[src/rtl/cpu_store_unit_pkg.sv]
// Shared definitions for the store unit: funct3 store size codes and FSM state encoding.
package cpu_store_unit_pkg;

    localparam logic [2:0] F3_SB = 3'b000;
    localparam logic [2:0] F3_SH = 3'b001;
    localparam logic [2:0] F3_SW = 3'b010;

    typedef enum logic [1:0] {
        ST_IDLE  = 2'b00,
        ST_BEAT0 = 2'b01,
        ST_BEAT1 = 2'b10
    } store_state_t;

endpackage

[src/rtl/cpu_store_unit_align.sv]
// Combinational lane alignment: turns a store size, byte offset and register data
// into a 64-bit two-word data window, an 8-bit strobe window and error flags.
module cpu_store_align
    import cpu_store_unit_pkg::*;
(
    input  logic [1:0]  addr_lo,
    input  logic [2:0]  control,
    input  logic [31:0] data,
    output logic [63:0] d64,
    output logic [7:0]  m8,
    output logic        straddle,
    output logic        illegal
);

    logic [31:0] masked;
    logic [3:0]  base;

    // NOTE: every output of a combinational block gets a default first, so no path leaves it unassigned and no latch is inferred.
    always_comb begin
        masked  = '0;
        base    = '0;
        illegal = 1'b0;
        case (control)
            F3_SB: begin masked = {24'b0, data[7:0]};  base = 4'b0001; end
            F3_SH: begin masked = {16'b0, data[15:0]}; base = 4'b0011; end
            F3_SW: begin masked = data;                base = 4'b1111; end
            default: illegal = 1'b1;
        endcase
    end

    assign d64      = {32'b0, masked} << {addr_lo, 3'b000};
    assign m8       = {4'b0, base} << addr_lo;
    assign straddle = |m8[7:4];

endmodule

[src/rtl/cpu_store_unit.sv]
// Store unit: accepts one store request and issues it to the data-memory write port
// as one or two word-aligned beats with byte strobes.
module cpu_store_unit
    import cpu_store_unit_pkg::*;
#(
    parameter int ADDR_W = 32,
    parameter bit SPLIT  = 1'b1
) (
    input  logic              clk,
    input  logic              rst_n,
    input  logic              req_valid,
    output logic              req_ready,
    input  logic [ADDR_W-1:0] addr,
    input  logic [31:0]       wdata,
    input  logic [2:0]        control,
    output logic              mem_valid,
    input  logic              mem_ready,
    output logic [ADDR_W-1:0] mem_addr,
    output logic [31:0]       mem_wdata,
    output logic [3:0]        mem_wstrb,
    output logic              store_done,
    output logic              store_err
);

    store_state_t      state_q, state_d;
    logic              init_q;
    logic [63:0]       d64;
    logic [7:0]        m8;
    logic              straddle, illegal;
    logic [31:0]       b1_wdata_q;
    logic [3:0]        b1_wstrb_q;
    logic              need_b1_q;

    cpu_store_align u_align (
        .addr_lo  (addr[1:0]),
        .control  (control),
        .data     (wdata),
        .d64      (d64),
        .m8       (m8),
        .straddle (straddle),
        .illegal  (illegal)
    );

    logic accept, reject, handshake, final_hs;
    assign req_ready = (state_q == ST_IDLE) && init_q;
    assign mem_valid = (state_q != ST_IDLE);
    assign accept    = req_valid && req_ready;
    assign reject    = illegal || (straddle && !SPLIT);
    assign handshake = mem_valid && mem_ready;
    assign final_hs  = handshake && ((state_q == ST_BEAT1) || !need_b1_q);

    // NOTE: sequential state uses non-blocking assignments so every register samples pre-edge values.
    always_ff @(posedge clk or negedge rst_n) begin
        if (!rst_n) begin
            state_q <= ST_IDLE;
            init_q  <= 1'b0;
        end else begin
            state_q <= state_d;
            init_q  <= 1'b1;
        end
    end

    always_comb begin
        state_d = state_q;
        case (state_q)
            ST_IDLE:  if (accept && !reject) state_d = ST_BEAT0;
            ST_BEAT0: if (mem_ready) state_d = need_b1_q ? ST_BEAT1 : ST_IDLE;
            ST_BEAT1: if (mem_ready) state_d = ST_IDLE;
            default:  state_d = ST_IDLE;
        endcase
    end

    always_ff @(posedge clk or negedge rst_n) begin
        if (!rst_n) begin
            mem_addr   <= '0;
            mem_wdata  <= '0;
            mem_wstrb  <= '0;
            b1_wdata_q <= '0;
            b1_wstrb_q <= '0;
            need_b1_q  <= 1'b0;
            store_done <= 1'b0;
            store_err  <= 1'b0;
        end else begin
            store_done <= final_hs;
            store_err  <= accept && reject;
            if (accept && !reject) begin
                mem_addr   <= {addr[ADDR_W-1:2], 2'b00};
                mem_wdata  <= d64[31:0];
                mem_wstrb  <= m8[3:0];
                b1_wdata_q <= d64[63:32];
                b1_wstrb_q <= m8[7:4];
                need_b1_q  <= straddle;
            end else if (final_hs) begin
                mem_addr  <= '0;
                mem_wdata <= '0;
                mem_wstrb <= '0;
                need_b1_q <= 1'b0;
            end else if (handshake) begin
                // Second beat: next word, address wraps naturally at ADDR_W bits.
                mem_addr  <= mem_addr + ADDR_W'(4);
                mem_wdata <= b1_wdata_q;
                mem_wstrb <= b1_wstrb_q;
            end
        end
    end

endmodule

[config.mk]
export PLATFORM = sky130hd
export DESIGN_NAME = cpu_store_unit
export DESIGN_NICKNAME = d
export VERILOG_FILES = /design/src/rtl/cpu_store_unit_pkg.sv /design/src/rtl/cpu_store_unit_align.sv /design/src/rtl/cpu_store_unit.sv
export SDC_FILE = /design/constraint.sdc
export NUM_CORES = 1
export LEC_CHECK = 0
export CAP_MARGIN = 20
export CORE_AREA = 2 2 105 107
export CTS_CLUSTER_DIAMETER = 150
export CTS_CLUSTER_SIZE = 20
export DETAILED_ROUTE_END_ITERATION = 8
export DIE_AREA = 0 0 107 109
export GPL_ROUTABILITY_DRIVEN = 0
export PLACE_DENSITY = 0.83
export SETUP_SLACK_MARGIN = 0.02
export SLEW_MARGIN = 25
export SYNTH_ARGS = -nofsm -noshare
export SYNTH_HDL_FRONTEND = slang
export SYNTH_SLANG_ARGS = --single-unit
[constraint.sdc]
create_clock -name clk -period 3.2 [get_ports clk]
set_input_delay 0.64 -clock clk [delete_from_list [all_inputs] [get_ports clk]]
set_output_delay 0.64 -clock clk [all_outputs]
set_load 0.005 [all_outputs]
==> run_results.csv, run 1 <==
group,metric,value,unit
global_route,overflow,0,
synth,avgSynthCellArea,9.41,sq um
synth,synth_edf_count,0,
timing,final-max-slew-violation-count,0,
timing,min_period,2620,ps
cts,clockBufferDepth,2,
cts,cts_sinks,99,
synth,synth_warnings,0,
critical_path,rrSetupSlack,920,ps
critical_path,crit_buf_inv,2,
placed_design,io_buffer_count,140,
synth,async_flop_share,100,%
global_route,grt_max_degree,59,
drt,ant_nets,0,
drt,drc,0,
critical_path,required,3500,ps
critical_path,r2r_start,"mem_addr[2]$_DFFE_PN0P_",
cts,cts_tree,"built",
critical_path,r2r_end,"mem_addr[16]$_DFFE_PN0P_",
pwr,power_density,508,nW/um^2
synth,ys_seq_area_share,46.7,%
drt,wirelength,16.2,mm
critical_path,startpoint_type,"input port",
cts,cts-root-buf,"clkbuf_8",
cts,numCtsBuffers,9,
drt,vias_per_cell,6.32,
placed_design,place_area,6830,sq um
critical_path,cpLargestDelayFamily,"simple AND/OR/NAND/NOR gates",
status,status,"finished, final reports clean",
cells_and_area,num_antenna_cells,0,
critical_path,critPathSlowestCell,"clkdlybuf4s50_1",
global_route,antenna_found_initial,0,
cts,htreeDepth,3,
timing,period_share,81.9,%
placed_design,place_ws,335,ps
critical_path,cp_data_arrival_time,2920,ps
drt,drt_pre_antenna_iters,6,
timing,slew_headroom,42.3,%
cts,postCtsResizedCells,0,
cts,clk_latency,360,ps
timing,fin_tns_setup,0,ps
drt,avgRoutedWirePerCell,19.3,microns
critical_path,reg2reg_depth,6,
floorplan,initial_core_util,50.0,%
pwr,irDropWorstVdd,0.261,mV
synth,synthTopCellsByArea,"dfrtp_1 (47%), nand2_1 (5.9%), o21ai_0 (3.9%)",
timing,fmax,0.382,GHz
pwr,p_leak,3.04,nW
critical_path,path_class,"in2reg",
min_path,hp-class,"in2async",
drt,drt_iter0_markers,474,
cells_and_area,layout-drive-gt1-share,8.44,%
floorplan,core,10600,sq um
timing,hold_viol_final,0,
timing,skew,6.54,ps
cts,postCtsSetupRepairBufs,0,
timing,worst_pin_slew,860,ps
critical_path,path_max_fanout,13,
synth,yosys.area.top_type,"dfrtp_1",
timing,setup-violations-final,0,
global_route,grt_pass1_vias,5171,
synth,yosysUniqueCellTypes,63,
synth,synthDominantCellAreaShare,46.7,%
cells_and_area,fin_nets,766,
floorplan,row_count,38,
cells_and_area,postLayoutCellArea,7070,sq um
floorplan,die-height,109,microns
floorplan,ios,143,
cts,cts.clk_slew.worst_paths,100,ps
cts,ctsHoldBuffers,0,
synth,synth-seq-cells,99,
floorplan,die_w,107,microns
flow_run,drv_cap,0,
global_route,grt_usage,28.4,%
floorplan,die_area,11700,sq um
timing,rsz0062_at_grt,"no",
drt,vias,5301,
synth,syn-cell-area,5310,sq um
placed_design,hpwl,12.0,mm
critical_path,end_kind,"flip-flop",
critical_path,max_stage_delay,590,ps
timing,final.setup.worst_slack,579,ps
synth,synth_ff_type,"dfrtp_1",
critical_path,path_cells,"clkdlybuf4s50_1 -> buf_4 -> nand2b_1 -> nor2_1 -> nand2_1 -> nor2_2 -> a221o_1",
global_route,grt_pass1_wl,25.7,mm
cells_and_area,areaGrowthSynthToFinish,33.3,%
synth,syn_inst,564,
[registers in the layout, summed over array words and instances (netlist names)]
signal      flops
mem_wstrb       4
need_b1_q       1
b1_wdata_q     24
mem_wdata      32
b1_wstrb_q      3
store_err       1
mem_addr       30
init_q          1
store_done      1
state_q         2
[layout by cell type, fill, tap and decap left out, types with 3 or more instances in the layout]
master and instances:
a21o_1 10, a21oi_1 13, a221o_1 11, a221oi_1 8, a22o_1 14, a31oi_1 15
a32oi_1 3, and2_1 3, and3_1 15, buf_4 19, clkbuf_8 12, clkdlybuf4s50_1 139
conb_1 3, dfrtp_1 99, mux2i_1 16, nand2_1 83, nand2_2 3, nand2b_1 4
nand3_1 24, nand4_1 13, nor2_1 39, nor2_2 4, nor3_1 4, o211ai_1 10
o21ai_0 41, o21ai_1 11, o221ai_1 7, o22ai_1 10, o2bb2a_1 8, o311ai_0 4
xnor2_1 5, xor2_1 9
[where the power goes]
part	total [mW]	switching, mW	internal [mW]
registers	1.68	0.224	1.46
clock network	0.940	0.433	0.507
logic	0.975	0.398	0.577
total	3.59	1.05	2.54
[worst max-delay path by stage]
stage,startpoint,to,slack (ps),cells after the start
CTS,control[1],b1_wdata_q[5]$_DFFE_PN0P_,720,7
global route,control[1],b1_wdata_q[20]$_DFFE_PN0P_,530,7
floorplan,addr[0],mem_wdata[25]$_DFFE_PN0P_,1320,6
detailed placement,control[1],b1_wdata_q[5]$_DFFE_PN0P_,340,7
global placement,control[1],b1_wdata_q[20]$_DFFE_PN0P_,380,7
finish,control[1],b1_wdata_q[5]$_DFFE_PN0P_,580,7
[synthesized netlist by cell type, drive strengths merged, types with 3 or more instances]
cell and n:
a21o 11, a21oi 15, a221o 11, a221oi 8, a22o 14, a31oi 15, a32oi 3, and2 5
and3 15, buf 25, clkbuf 16, dfrtp 99, inv 3, mux2i 16, nand2 87, nand2b 4
nand3 25, nand4 14, nor2 43, nor3 7, nor4 3, o211ai 10, o21ai 52, o221ai 7
o22ai 10, o2bb2a 8, o311ai 5, xnor2 5, xor2 9
[area by class of cell]
type,count,area (sq um)
Fill cell,853,3530
Multi-Input combinational cell,422,2610
Sequential cell,99,2480
Timing Repair Buffer,159,1550
Tap cell,140,175
Clock buffer,13,169
Clock inverter,3,68.8
Inverter,3,11.3
[routing by layer]
layer / track usage, % / up-vias / share of wire, %
met5: 0 / - / 0
met4: 12.7 / 0 / 3.8
met3: 5.80 / 71 / 11
met2: 46.6 / 382 / 47
met1: 36.7 / 2506 / 38
li1: - / 2342 / -
[logic make-up (layout without fill, tap and decap cells)]
kind of cell / Yosys count / in the layout / synth area share, %
buf+inv: 44 / 178 / 4.25
xor+xnor: 14 / 14 / 2.31
compound gates: 175 / 175 / 23.3
other cells: 2 / 3 / 0.142
simple gates: 213 / 213 / 20.1
fa+ha+maj: 1 / 1 / 0.236
mux: 16 / 16 / 3.02
flops: 99 / 99 / 46.7
[metrics by stage]
stage                     total power [mW]  hold WS, ps  std cells  util, %
after floorplan                       2.03          344        565        -
after global placement                2.63          454        823     64.4
after detailed placement              2.67          465        823     64.4
after CTS                             3.60          357        839     66.7
after global routing                  3.78          384        839     66.7
final                                 3.59          338        839     66.7
(Power assumes the default switching activity.)
==> run 2: changes to the inputs <==
- CORE_AREA: 2 2 105 107 -> 2 2 113 115
- DIE_AREA: 0 0 107 109 -> 0 0 115 117
- PLACE_DENSITY: 0.83 -> 0.76
- clock period: 3.2 -> 2.28 ns (I/O delays scaled with it)
==> run 2 against run 1 <==
Total power rose by 53%. Sequential share of layout area shrank 1.4 points. Cell count up 3.7%. Register-to-register slack worse by 510 ps. Count of clock-buffer cells in the layout down 4. Via count fell by 0.68%. Sequential cell count did not move. Hold slack got worse by 190 ps. Sequential power rose by 39%. Clock power rose by 85%. First-iteration DRC count is 11% higher. Worst setup slack lost 510 ps. Largest power group unchanged.
==> run_results.csv, run 2 (synthesis gave the netlist of run 1 again) <==
group,metric,value,unit
cells_and_area,final_cell_mix,"clkdlybuf4s50_1 (139), dfrtp_1 (97), nand2_1 (83)",
cts,cts_sinks,99,
global_route,grt_pass1_wl,26.8,mm
drt,dr.max_layer_used,"met4",
cells_and_area,largestRegisters,"mem_wdata x32, mem_addr x30, b1_wdata_q x24",
timing,fin_tns_setup,0,ps
drt,drt_iter0_markers,524,
cts,cts-root-buf,"clkbuf_16",
timing,worst_pin_slew,804,ps
cells_and_area,layout_commonest_cell,"clkdlybuf4s50_1",
cts,clk_latency,350,ps
drt,wirelength,16.9,mm
cts,ctsHoldBuffers,0,
global_route,grt_pass1_vias,5225,
floorplan,die-height,117,microns
cells_and_area,final_cells,870,
critical_path,end_kind,"output pin",
drt,m1WireLength,6.97,mm
timing,min_period,2210,ps
critical_path,max_stage_delay,530,ps
floorplan,row_count,41,
global_route,grt_usage,25.6,%
timing,period_share,97.0,%
drt,drt_pre_antenna_iters,6,
drt,ant_nets,0,
drt,vias,5265,
pwr,power_density,745,nW/um^2
pwr,p_leak,3.20,nW
global_route,grt_max_degree,100,
critical_path,path_cells,"or2_2 -> nor2_1 -> clkdlybuf4s50_1",
critical_path,path_class,"reg2out",
drt,met3_length,1.19,mm
cts,clockBufferDepth,2,
cells_and_area,largest_reg_flops,32,
floorplan,initial_core_util,43.1,%
drt,vias_per_cell,6.05,
timing,fmax,0.452,GHz
drt,dr_wl_met2,8.21,mm
min_path,hp-class,"in2async",
cells_and_area,fin_nets,789,
cts,cts.clk_slew.worst_paths,70,ps
critical_path,required,1820,ps
status,status,"finished, final reports clean",
cells_and_area,top_register,"mem_wdata",
timing,hold_viol_final,0,
timing,setup-violations-final,0,
timing,rsz0062_at_grt,"no",
timing,slew_headroom,45.9,%
cts,htreeDepth,3,
critical_path,startpoint_type,"flip-flop",
global_route,overflow,0,
cells_and_area,areaGrowthSynthToFinish,39.0,%
critical_path,path_max_fanout,5,
cells_and_area,num_antenna_cells,0,
floorplan,die_area,13500,sq um
flow_run,drv_cap,0,
cts,cts_tree,"built",
floorplan,core,12300,sq um
critical_path,rrSetupSlack,410,ps
critical_path,cp_data_arrival_time,1760,ps
pwr,irDropWorstVdd,0.370,mV
timing,final.setup.worst_slack,67.8,ps
critical_path,critPathSlowestCell,"clkdlybuf4s50_1",
timing,final-max-slew-violation-count,0,
placed_design,place_ws,4.49,ps
drt,drc,0,
floorplan,die_w,115,microns
drt,avgRoutedWirePerCell,19.4,microns
timing,skew,6.13,ps
placed_design,io_buffer_count,140,
placed_design,dp.cells,853,
cts,numCtsBuffers,9,
placed_design,hpwl,12.2,mm
cells_and_area,layout-drive-gt1-share,11.5,%
global_route,antenna_found_initial,0,
floorplan,ios,143,
run 2: changes by cell type in the layout (fill, tap and decap cells not counted), moves of 2 or more:
| cell | before | now |
|---|---|---|
| clkbuf_8 | 12 | 0 |
| buf_4 | 19 | 40 |
| buf_12 | 1 | 3 |
| clkbuf_16 | 0 | 9 |
| dfrtp_2 | 0 | 2 |
| dfrtp_1 | 99 | 97 |
run 2: power breakdown:
part / leakage (nW) / internal [mW] / switching, mW
clock network: 0.161 / 1.06 / 0.681
registers: 1.29 / 2.05 / 0.297
logic: 1.74 / 0.834 / 0.570
total: 3.20 / 3.94 / 1.55
run 2: per-stage QoR:
step / utilization, % / power (mW) / hold slack (ps) / area (sq um)
5_1_grt: 59.9 / 5.75 / 208 / 7370
6_report: 59.9 / 5.49 / 153 / 7370
4_1_cts: 59.7 / 5.51 / 190 / 7350
2_1_floorplan: - / 2.85 / 160 / 5310
3_5_place_dp: 57.0 / 3.76 / 465 / 7020
3_3_place_gp: 57.0 / 3.71 / 453 / 7020
run 2: critical path, delay by kind of cell (launching register included):
family,cells,cell delay [ps]
buffers and inverters,1,530
AND/OR/NAND/NOR,2,460
flip-flops,1,420
run 2: layout make-up:
cell class,instances,area (sq um)
inverter,3,11.3
clock buffer,9,225
tap,150,188
sequential,99,2480
timing repair buffer,182,1750
multi-input combinational,422,2610
clock inverter,5,104
fill,1058,4940
run 2: final timing paths:
check                                           startpoint                         end  depth (start not counted)
min in group clk                b1_wdata_q[13]$_DFFE_PN0P_  b1_wdata_q[13]$_DFFE_PN0P_                          2
worst min-delay path                                 rst_n     mem_addr[8]$_DFFE_PN0P_                          2
worst max register to register      state_q[1]$_DFFE_PN0P_   mem_wdata[12]$_DFFE_PN0P_                          6
worst min register to register  b1_wdata_q[13]$_DFFE_PN0P_  b1_wdata_q[13]$_DFFE_PN0P_                          2
max in group asynchronous                            rst_n   b1_wdata_q[3]$_DFFE_PN0P_                          2
worst max-delay path                state_q[1]$_DFFE_PN0P_                   req_ready                          3
run 2: metal layers:
metal	vias up	GRT usage (%)
met5	-	0
met4	0	10.8
met3	41	4.63
met2	236	43.5
met1	2596	32.4
li1	2392	-
run 2: repair_timing:
action / CTS / global route
resized for setup: 0 / 2
buffers inserted: 0 / 3
endpoints found under the setup margin: 0 / 1
